[src/rtl/if_id_skid.sv]
// if_id_skid -- IF/ID pipeline register for the LC-3b pipeline, built as a
// valid/ready elastic stage with a 2-entry skid buffer.
//
// Fetch may keep pushing for one cycle after decode stalls. in_ready is a
// flop, so no combinational path runs from out_ready to in_ready.
//
// Ports:
//   clk                 rising-edge clock
//   reset               asynchronous reset, active low
//   flush               synchronous kill of all held entries (beats push/pop)
//   in_valid/in_ready   fetch-side handshake (in_ready registered)
//   pc_in, ir_in        fetch PC and instruction word (W bits)
//   br_pr_in, pred_in   predicted-taken flag, 2-bit predictor counter
//   local_index_in      local predictor table index (LS bits)
//   global_index_in     global history index (GS bits)
//   out_valid/out_ready decode-side handshake
//   *_out               head-entry payload, driven straight from registers
//   occupancy           number of entries held (0..2)
module if_id_skid #(
  parameter int unsigned W  = 16,
  parameter int unsigned LS = 8,
  parameter int unsigned GS = 6
) (
  input  logic          clk,
  input  logic          reset,
  input  logic          flush,
  input  logic          in_valid,
  output logic          in_ready,
  input  logic [W-1:0]  pc_in,
  input  logic [W-1:0]  ir_in,
  input  logic          br_pr_in,
  input  logic [1:0]    pred_in,
  input  logic [LS-1:0] local_index_in,
  input  logic [GS-1:0] global_index_in,
  output logic          out_valid,
  input  logic          out_ready,
  output logic [W-1:0]  pc_out,
  output logic [W-1:0]  ir_out,
  output logic          br_pr_out,
  output logic [1:0]    pred_out,
  output logic [LS-1:0] local_index_out,
  output logic [GS-1:0] global_index_out,
  output logic [1:0]    occupancy
);

  // One fetch word; every field moves as a unit between entries.
  typedef struct packed {
    logic [W-1:0]  pc;
    logic [W-1:0]  ir;
    logic          br_pr;
    logic [1:0]    pred;
    logic [LS-1:0] local_index;
    logic [GS-1:0] global_index;
  } word_t;

  // Encoding equals the number of held entries, so occupancy is the state flop.
  typedef enum logic [1:0] {
    EMPTY = 2'd0,
    ONE   = 2'd1,
    FULL  = 2'd2
  } state_e;

  state_e state_q, state_d;
  word_t  main_q, main_d;
  word_t  skid_q, skid_d;
  logic   in_ready_q, in_ready_d;
  word_t  in_word;
  logic   push, pop;

  assign in_word = {pc_in, ir_in, br_pr_in, pred_in, local_index_in, global_index_in};

  assign push = in_valid & in_ready_q;
  assign pop  = out_valid & out_ready;

  always_comb begin
    state_d = state_q;
    main_d  = main_q;
    skid_d  = skid_q;
    if (flush) begin
      // Flush wins: any input word this cycle is dropped and nothing pops.
      state_d = EMPTY;
      main_d  = '0;
      skid_d  = '0;
    end else begin
      unique case (state_q)
        EMPTY: begin
          if (push) begin
            main_d  = in_word;
            state_d = ONE;
          end
        end
        ONE: begin
          if (push && pop) begin
            main_d = in_word;
          end else if (push) begin
            skid_d  = in_word;
            state_d = FULL;
          end else if (pop) begin
            state_d = EMPTY;
          end
        end
        FULL: begin
          // in_ready is low here, so only a pop can occur.
          if (pop) begin
            main_d  = skid_q;
            skid_d  = '0;
            state_d = ONE;
          end
        end
        default: begin
          state_d = EMPTY;
          main_d  = '0;
          skid_d  = '0;
        end
      endcase
    end
    // Registered ready: look at the next occupancy so fetch stops right
    // after the skid entry fills and resumes right after it drains.
    in_ready_d = (state_d != FULL);
  end

  always_ff @(posedge clk or negedge reset) begin
    if (!reset) begin
      state_q    <= EMPTY;
      main_q     <= '0;
      skid_q     <= '0;
      in_ready_q <= 1'b1;
    end else begin
      state_q    <= state_d;
      main_q     <= main_d;
      skid_q     <= skid_d;
      in_ready_q <= in_ready_d;
    end
  end

  assign in_ready         = in_ready_q;
  assign out_valid        = (state_q != EMPTY);
  assign occupancy        = state_q;
  assign pc_out           = main_q.pc;
  assign ir_out           = main_q.ir;
  assign br_pr_out        = main_q.br_pr;
  assign pred_out         = main_q.pred;
  assign local_index_out  = main_q.local_index;
  assign global_index_out = main_q.global_index;

endmodule

[config.mk]
export PLATFORM = sky130hd
export DESIGN_NAME = if_id_skid
export DESIGN_NICKNAME = d
export VERILOG_FILES = /design/src/rtl/if_id_skid.sv
export SDC_FILE = /design/constraint.sdc
export NUM_CORES = 1
export LEC_CHECK = 0
export CELL_PAD_IN_SITES_DETAIL_PLACEMENT = 1
export CELL_PAD_IN_SITES_GLOBAL_PLACEMENT = 2
export CORE_ASPECT_RATIO = 0.6
export CORE_MARGIN = 4
export CORE_UTILIZATION = 35
export DETAILED_ROUTE_END_ITERATION = 7
export PLACE_DENSITY = 0.86
export SLEW_MARGIN = 5
export SYNTH_ARGS = -nofsm -noshare
export SYNTH_HDL_FRONTEND = slang
export SYNTH_SLANG_ARGS = --single-unit
[constraint.sdc]
create_clock -name clk -period 2.7 [get_ports clk]
set_input_delay 0.54 -clock clk [delete_from_list [all_inputs] [get_ports clk]]
set_output_delay 0.54 -clock clk [all_outputs]
set_load 0.01 [all_outputs]
==> flow_summary.ini <==
[synth]
synth_cell_types = 24
synth_area_sq_um = 4632
synth_top_cell_by_area = dfrtp_1
synth_fp_nets = 458
synthArstFlopShare_pct = 100.0
ys_seq_area_share_pct = 54.59
ys_seq_elements = 101
ys_warn_count = 0
synth_commonest_cells = 100 x dfrtp_1, 51 x nand2b_1, 50 x o21ai_0
synthTopCellsByArea = dfrtp_1 54%, mux2_2 9.5%, a22o_1 9.3%
synthCells = 404
postSynthAreaPerCell_sq_um = 11.47
synth_ff_type = dfrtp_1
synth_edf_count = 0
synth_top_area_share_pct = 54.02
yosysMostFrequentCell = dfrtp_1

[setup_path]
cp-start-kind = flop
cp-end-kind = output port
timing.rr.start = occupancy[1]
critPathArrivalTime_ns = 1.66
worstSetupPathType = flop to output port
reg2reg_depth = 5
crit_start = occupancy[1]
crit_fanout = 9
setup.worst_path.end = out_valid
r2r_setup_slack_ns = 0.62
critPathRequiredTime_ns = 2.16
regToRegEndpoint = ir_out[8]

[global_route]
grt_max_degree = 57
grt_pass1_vias = 3881
overflow = 0
grt_pass1_wl_mm = 21.17
gr-usage-all-layers_pct = 17.52
antenna_found_initial = 0

[sta]
finalCritPeriodShare_pct = 81.37
max_slew_margin_pct = 59.00
final.setup.worst_slack_ns = 0.5029
fmax_mhz = 455.1
setup_violations = 0
hold_viol_final = 0
slew_violations = 0
final.setup.tns_ns = 0
fin_skew_ns = 0.006177
tightest_slew_ns = 0.6151
fin_crit_ns = 2.197
rsz0062_at_grt = no

[clock_tree]
clock_latency_ns = 0.34
h-tree-depth = 3
cts_tree = yes
cts_hold_buf = 0
cts_setup_buffers = 0
clkTransAtPathRegs_ns = 0.07
numCtsBuffers = 9
cts_resized = 0
root_buffer = clkbuf_16
clockBufferDepth = 2
cts.sinks = 101

[routing]
dr.pass1.iters = 4
drc_errors = 0
drtIter0Drc = 209
vias = 3544
avgRoutedWirePerCell_um = 19.37
postRouteAntennaNets = 0
finalWirelength_mm = 13.02
avgViaCountPerCell = 5.274

[placed_design]
dpl.hpwl_mm = 8.719
gp_congestion = 0.7467
port_buffers = 106
dp_slack_ns = 0.3013
placed_cells = 656
place_area_sq_um = 5917

[floorplan]
row_count = 32
fp.coreArea_sq_um = 12890
dieArea_sq_um = 15200
ios = 107
die_w_um = 156.5
start_util_pct = 35.93
die_y_um = 97.11

[finish]
drive_gt1_share_pct = 16.53
antenna_cells = 0
fin_cells = 672
areaGrowthSynthToFinish_pct = 33.98
final_area_sq_um = 6206
nets = 551

[run_status]
status = complete, no violations

[pwr]
ir_drop_uv = 261.0
p_leak_nw = 2.637
power_density_nw_per_um2 = 579.9

[min_path]
hold_class = input pin to asynchronous set/reset pin

[job]
cap_viol_max_count = 0
==> critical path: stages, from the launching register on <==
cell             delay [ns]
dfrtp_1                0.50
or2_2                  0.33
clkdlybuf4s50_1        0.50
==> flip-flops by register name, summed over array words and instances (netlist names) <==
register and count:
in_ready 1, skid_q 49, global_index_out 6, occupancy 2, local_index_out 8, ir_out 16, br_pr_out 1, pred_out 2
pc_out 16
==> cell type report <==
type / count / area [sq um]
clock buffers: 14 / 254.0
clock inverters: 2 / 35.03
fillers: 1383 / 6686
inverters: 1 / 3.754
multi-input cells: 265 / 1958
flip-flops and latches: 101 / 2529
well taps: 170 / 212.7
repair buffers: 119 / 1214
==> cells in the final DEF (no fill, tap or decap) <==
| cell | count |
|---|---|
| inv_1 | 1 |
| nor2b_1 | 1 |
| o31a_2 | 1 |
| nor2_4 | 3 |
| and3b_1 | 1 |
| buf_12 | 5 |
| nor2_1 | 2 |
| mux2_4 | 10 |
| clkdlybuf4s50_1 | 104 |
| o22a_1 | 1 |
| o21ai_0 | 50 |
| nand2_1 | 3 |
| o21a_1 | 1 |
| nand3_1 | 49 |
| clkbuf_1 | 4 |
| mux2i_1 | 1 |
| buf_2 | 1 |
| dfrtp_1 | 100 |
| dfstp_2 | 1 |
| o22a_2 | 1 |
| nand2b_1 | 51 |
| clkinv_2 | 1 |
| a22o_1 | 49 |
| or2_2 | 1 |
| clkbuf_8 | 1 |
| clkbuf_16 | 9 |
| bufinv_16 | 1 |
| buf_4 | 9 |
| o21ai_1 | 1 |
| mux2_2 | 39 |
==> through the flow <==
stage | power (mW) | hold slack [ns] | utilization, %
after floorplan | 1.958 | 0.2444 | -
after global placement | 2.317 | 0.4915 | 45.89
after detailed placement | 2.335 | 0.4961 | 45.89
after CTS | 3.640 | 0.1924 | 48.14
after global routing | 3.747 | 0.1996 | 48.14
final | 3.599 | 0.1749 | 48.14
==> logic make-up after synthesis <==
family | synth area share (%)
AO/OA/AOI/OAI | 15.51
buffers and inverters | 3.674
flip-flops | 54.59
multiplexers | 12.94
AND/OR/NAND/NOR | 13.29
==> power breakdown <==
part | leakage, nW | internal, mW | total, mW | switching, mW
clock network | 0.141 | 0.745 | 1.30 | 0.556
logic | 1.14 | 0.358 | 0.637 | 0.279
registers | 1.35 | 1.60 | 1.66 | 0.0595
total | 2.64 | 2.70 | 3.60 | 0.894
==> layer usage <==
metal  up-vias  global-route usage [%]  routed length (um)
li1       1632                       -                   -
met1      1820                   26.15                6412
met2        84                   25.82                5802
met3         8                   4.673                 748
met4         0                   3.200                  55
met5         -                       0                   0
==> worst min path at each step <==
stage,from,endpoint,slack [ns]
2_1_floorplan,reset,br_pr_out,0.24
3_3_place_gp,local_index_out[5],local_index_out[5],0.49
3_5_place_dp,pc_out[4],pc_out[4],0.50
4_1_cts,reset,pc_out[0],0.19
5_1_grt,reset,pc_out[0],0.20
6_report,reset,skid_q[31],0.17
Power figures use the tool's default switching activity.
